--- src/rtl/sequence_generator.sv ---
// Serial pattern transmitter: latches a PAT_W-bit pattern on start and shifts it
// out MSB-first, repeated rep_cnt times with an optional idle gap between repetitions.
module sequence_generator #(
    parameter int               PAT_W       = 6,
    parameter logic [PAT_W-1:0] DEFAULT_PAT = 6'b110100,
    parameter int               CNT_W       = 8,
    parameter int               GAP_W       = 4
) (
    input  logic             clk,
    input  logic             rst,
    input  logic             start,
    input  logic             use_default,
    input  logic [PAT_W-1:0] pattern,
    input  logic [CNT_W-1:0] rep_cnt,
    input  logic [GAP_W-1:0] gap_len,
    output logic             DATA_OUT,
    output logic             valid,
    output logic             frame_start,
    output logic             busy,
    output logic             done
);

    localparam int BW = (PAT_W > 1) ? $clog2(PAT_W) : 1;
    localparam logic [BW-1:0] LAST_BIT = BW'(PAT_W - 1);

    typedef enum logic [1:0] {IDLE, SEND, GAP, FIN} state_t;

    state_t           state;
    logic [PAT_W-1:0] pat_q;
    logic [PAT_W-1:0] sr;
    logic [BW-1:0]    bit_idx;
    logic [CNT_W-1:0] rep_left;
    logic [GAP_W-1:0] gap_q;
    logic [GAP_W-1:0] gap_cnt;
    logic [PAT_W-1:0] sel_pat;

    always_comb begin
        sel_pat = use_default ? DEFAULT_PAT : pattern;
    end

    // bit_idx tracks the bit currently on DATA_OUT; sr holds the bits still to come.
    always_ff @(posedge clk or negedge rst) begin
        if (!rst) begin
            state       <= IDLE;
            pat_q       <= '0;
            sr          <= '0;
            bit_idx     <= '0;
            rep_left    <= '0;
            gap_q       <= '0;
            gap_cnt     <= '0;
            DATA_OUT    <= 1'b0;
            valid       <= 1'b0;
            frame_start <= 1'b0;
            busy        <= 1'b0;
            done        <= 1'b0;
        end else begin
            case (state)
                IDLE: begin
                    done <= 1'b0;
                    if (start) begin
                        pat_q       <= sel_pat;
                        sr          <= sel_pat << 1;
                        rep_left    <= (rep_cnt == '0) ? CNT_W'(1) : rep_cnt;
                        gap_q       <= gap_len;
                        bit_idx     <= '0;
                        DATA_OUT    <= sel_pat[PAT_W-1];
                        valid       <= 1'b1;
                        frame_start <= 1'b1;
                        busy        <= 1'b1;
                        state       <= SEND;
                    end
                end
                SEND: begin
                    if (bit_idx != LAST_BIT) begin
                        bit_idx     <= bit_idx + 1'b1;
                        DATA_OUT    <= sr[PAT_W-1];
                        sr          <= sr << 1;
                        frame_start <= 1'b0;
                    end else if (rep_left > CNT_W'(1)) begin
                        rep_left <= rep_left - 1'b1;
                        bit_idx  <= '0;
                        if (gap_q == '0) begin
                            DATA_OUT    <= pat_q[PAT_W-1];
                            sr          <= pat_q << 1;
                            frame_start <= 1'b1;
                        end else begin
                            gap_cnt     <= gap_q;
                            DATA_OUT    <= 1'b0;
                            valid       <= 1'b0;
                            frame_start <= 1'b0;
                            state       <= GAP;
                        end
                    end else begin
                        DATA_OUT    <= 1'b0;
                        valid       <= 1'b0;
                        frame_start <= 1'b0;
                        busy        <= 1'b0;
                        done        <= 1'b1;
                        state       <= FIN;
                    end
                end
                GAP: begin
                    if (gap_cnt == GAP_W'(1)) begin
                        DATA_OUT    <= pat_q[PAT_W-1];
                        sr          <= pat_q << 1;
                        valid       <= 1'b1;
                        frame_start <= 1'b1;
                        state       <= SEND;
                    end else begin
                        gap_cnt <= gap_cnt - 1'b1;
                    end
                end
                FIN: begin
                    done  <= 1'b0;
                    state <= IDLE;
                end
                default: state <= IDLE;
            endcase
        end
    end

endmodule

--- config.mk ---
export PLATFORM = sky130hd
export DESIGN_NAME = sequence_generator
export DESIGN_NICKNAME = d
export VERILOG_FILES = /design/src/rtl/sequence_generator.sv
export SDC_FILE = /design/constraint.sdc
export NUM_CORES = 1
export LEC_CHECK = 0
export CAP_MARGIN = 20
export CORE_MARGIN = 2
export CORE_UTILIZATION = 30
export DETAILED_ROUTE_END_ITERATION = 8
export GPL_ROUTABILITY_DRIVEN = 0
export MAX_ROUTING_LAYER = met4
export PLACE_DENSITY_LB_ADDON = 0.05
export RECOVER_POWER = 25
export SETUP_SLACK_MARGIN = 0.4
export SYNTH_ARGS = -nofsm -noshare
export SYNTH_HDL_FRONTEND = slang
export SYNTH_SLANG_ARGS = --single-unit
--- constraint.sdc ---
create_clock -name clk -period 2.72 [get_ports clk]
set_input_delay 0.408 -clock clk [delete_from_list [all_inputs] [get_ports clk]]
set_output_delay 0.408 -clock clk [all_outputs]
set_load 0.01 [all_outputs]
==> flow_summary_export.csv <==
group,metric,value,unit
worst_setup_path,critPathMaxFanout,8,
power,powerDensity,359.2,mW/mm^2
final_layout,layout-drive-gt1-share,0.1130,
worst_setup_path,crit_type,"reg -> reg",
yosys,synth_edf_count,0,
floorplanning,initial_core_util,0.3132,
sta,fmax,0.4542,GHz
drt,wl_met2,2786,um
power,ir_drop,0.1757,mV
run_status,outcome,"complete, but fails checks",
sta,relSlewSlack,-0.3662,
yosys,netlist_instances,265,
grt,grt_pass1_vias,1977,
cts,cts_buffers,5,
sta,tns,0,ns
worst_setup_path,startpoint_type,"flop",
sta,worstMarginPinSlew,2.049,ns
yosys,yosysSeqAreaShare,0.4033,
power,power_leakage,0.001205,uW
floorplanning,fp-row-count,31,
drt,viasPerCell,5.253,
yosys,synth_area_per_cell,8.664,um^2
sta,min_period,2.202,ns
final_layout,area_delta_synth_final,20.44,%
drt,vias,2054,
drt,ant_nets,0,
floorplanning,die-width,91.48,um
sta,timing.final.crit_share,0.8095,
worst_setup_path,cp.required,2.90,ns
final_layout,final_common_cell,"dfrtp_1",
min_path,hp-class,"reg -> reg",
drt,routed.top_layer,"met4",
grt,grt_remaining_overflow,0,
drt,wl_met1,2931,um
yosys,yosysWarnings,0,
floorplanning,core,0.007331,mm^2
cts,clock_path_buffers,2,
yosys,synth_seq_cells,37,
drt,drc,0,
floorplanning,die_h,91.48,um
worst_setup_path,slowest_stage,"dfrtp_1",
cts,cts_hold_buf,0,
run_status,violations,"capacitance limit, slew limit",
final_layout,register_area,925.9,um^2
grt,grt_max_degree,38,
final_layout,diodes,0,
yosys,synth_nets,296,
sta,slew_violations,38,
yosys,async_reset_ff_frac,1.000,
placed_design,numPortBuffers,26,
cts,clk_latency,0.29,ns
yosys,synth.distinct_cells,48,
worst_setup_path,crit_arrival,2.38,ns
grt,grtUsageTotal,0.1524,
drt,wl_per_cell,15.16,um
run,maxCapViolations,1,
final_layout,fin_nets,323,
worst_setup_path,path_cells,"inv_1, ha_1, or2_2, a31o_2, o21a_1, o21ba_2, o221a_2",
cts,clk_pin_slew_worst_paths,0.08,ns
yosys,synth_ff_type,"dfrtp_1",
yosys,synth_area,0.002296,mm^2
worst_setup_path,worst_setup_path_end_kind,"flop",
drt,wl_met3,158,um
grt,grt_pass1_wl,9977,um
grt,antenna_found_initial,0,
sta,finalHoldViolations,0,
final_layout,multi_input_area,0.001270,mm^2
placed_design,dpl.hpwl,4359,um
cts,cts_tree,"built",
floorplanning,num_io_pins,27,
cts,htreeDepth,2,
final_layout,most-common-layout-cells,"dfrtp_1, nand2_1, o21ai_0, clkdlybuf4s50_1",
cts,cts_root_buf,"clkbuf_8",
floorplanning,die_area,0.008369,mm^2
final_layout,nFillCells,767,
sta,grt_setup_unrepaired,"false",
sta,hold_slack,0.4843,ns
sta,setup_viol,0,
drt,wl,5926,um
cts,cts_sinks,37,
sta,fin_worst_skew,0.009329,ns
worst_setup_path,crit_path_max_incr_delay,0.41,ns
drt,drtPass1Iterations,4,
drt,drtIter0Drc,106,
[synthesized netlist by cell type (3+ instances only)]
cell | number | area share
mux2i_1 | 6 | 0.026
o31ai_1 | 5 | 0.016
nor2_1 | 21 | 0.034
clkbuf_1 | 11 | 0.018
a31oi_1 | 5 | 0.014
nand2_1 | 32 | 0.052
a21oi_1 | 20 | 0.044
o22ai_1 | 6 | 0.016
nand3_1 | 14 | 0.031
o21ai_0 | 25 | 0.054
nor2b_1 | 3 | 0.0082
ha_1 | 9 | 0.049
o22a_1 | 4 | 0.015
nand4_1 | 4 | 0.011
nor3_1 | 8 | 0.017
mux2_2 | 4 | 0.020
inv_1 | 14 | 0.023
nor4_1 | 3 | 0.0082
dfrtp_1 | 37 | 0.40
[power by group]
group          internal (uW)  switching [uW]
Sequential               550               0
Clock                    201             191
Combinational           27.6            23.1
Total                    779             215
[per-stage QoR]
stage,instances,cell area (um^2),total power (uW),setup WS [ns],utilization
final,391,2765,993.2,0.5182,0.3772
after global routing,391,2765,1045,0.3462,0.3772
after CTS,391,2764,1010,0.5450,0.3770
after detailed placement,384,2678,613.1,0.5644,0.3653
after global placement,384,2678,613.9,0.5995,0.3653
after floorplan,265,2296,565.4,0.6993,-
[flip-flops by register name, summed over array words and instances (netlist names)]
name,cells
rep_left,8
pat_q,6
sr,5
gap_cnt,4
gap_q,4
bit_idx,3
state,2
DATA_OUT,1
busy,1
done,1
frame_start,1
valid,1
[critical path, delay by kind of cell (launching register included)]
kind,cells,cell delay [ns]
compound gates,4,1.00
flops,1,0.41
simple gates,1,0.36
fa+ha+maj,1,0.24
buf+inv,1,0.09
[per-layer routing]
metal / up-vias / global-route usage
met5: - / -
met4: 0 / 0.03788
met3: 7 / 0.02490
met2: 37 / 0.2335
met1: 994 / 0.2102
li1: 1016 / -
[area by class of cell]
class	count	share of cell area
inverters	14	0.01900
repair buffers	33	0.1109
multi-input cells	201	0.4593
flip-flops and latches	37	0.3348
well taps	99	0.04480
clock buffers	7	0.03122
[path summary, 6_finish.rpt]
| kind | start | to | slack [ns] | cells after the start |
|---|---|---|---|---|
| worst max-delay path | rep_left[0] | gap_cnt[3] | 0.52 | 7 |
| worst min-delay path | pat_q[4] | pat_q[4] | 0.48 | 2 |
| worst max register to register | rep_left[0] | gap_cnt[3] | 0.52 | 7 |
| worst min register to register | pat_q[4] | pat_q[4] | 0.48 | 2 |
| max in group asynchronous | rst | frame_start | 0.84 | 1 |
| min in group asynchronous | rst | rep_left[6] | 0.70 | 1 |
[logic make-up after synthesis]
family / Yosys count / share of synthesized area
AOI/OAI and AO/OA: 83 / 0.2458
DFF: 37 / 0.4033
and+or+nand+nor: 99 / 0.2115
adders and majority gates: 9 / 0.04905
buffers and inverters: 27 / 0.04468
muxes: 10 / 0.04578
[timing repair]
action,in CTS,in global routing
resized for setup,0,1
setup endpoints to repair,0,1
setup buffers,0,0
Note: power is estimated with default switching activity, not from simulation.
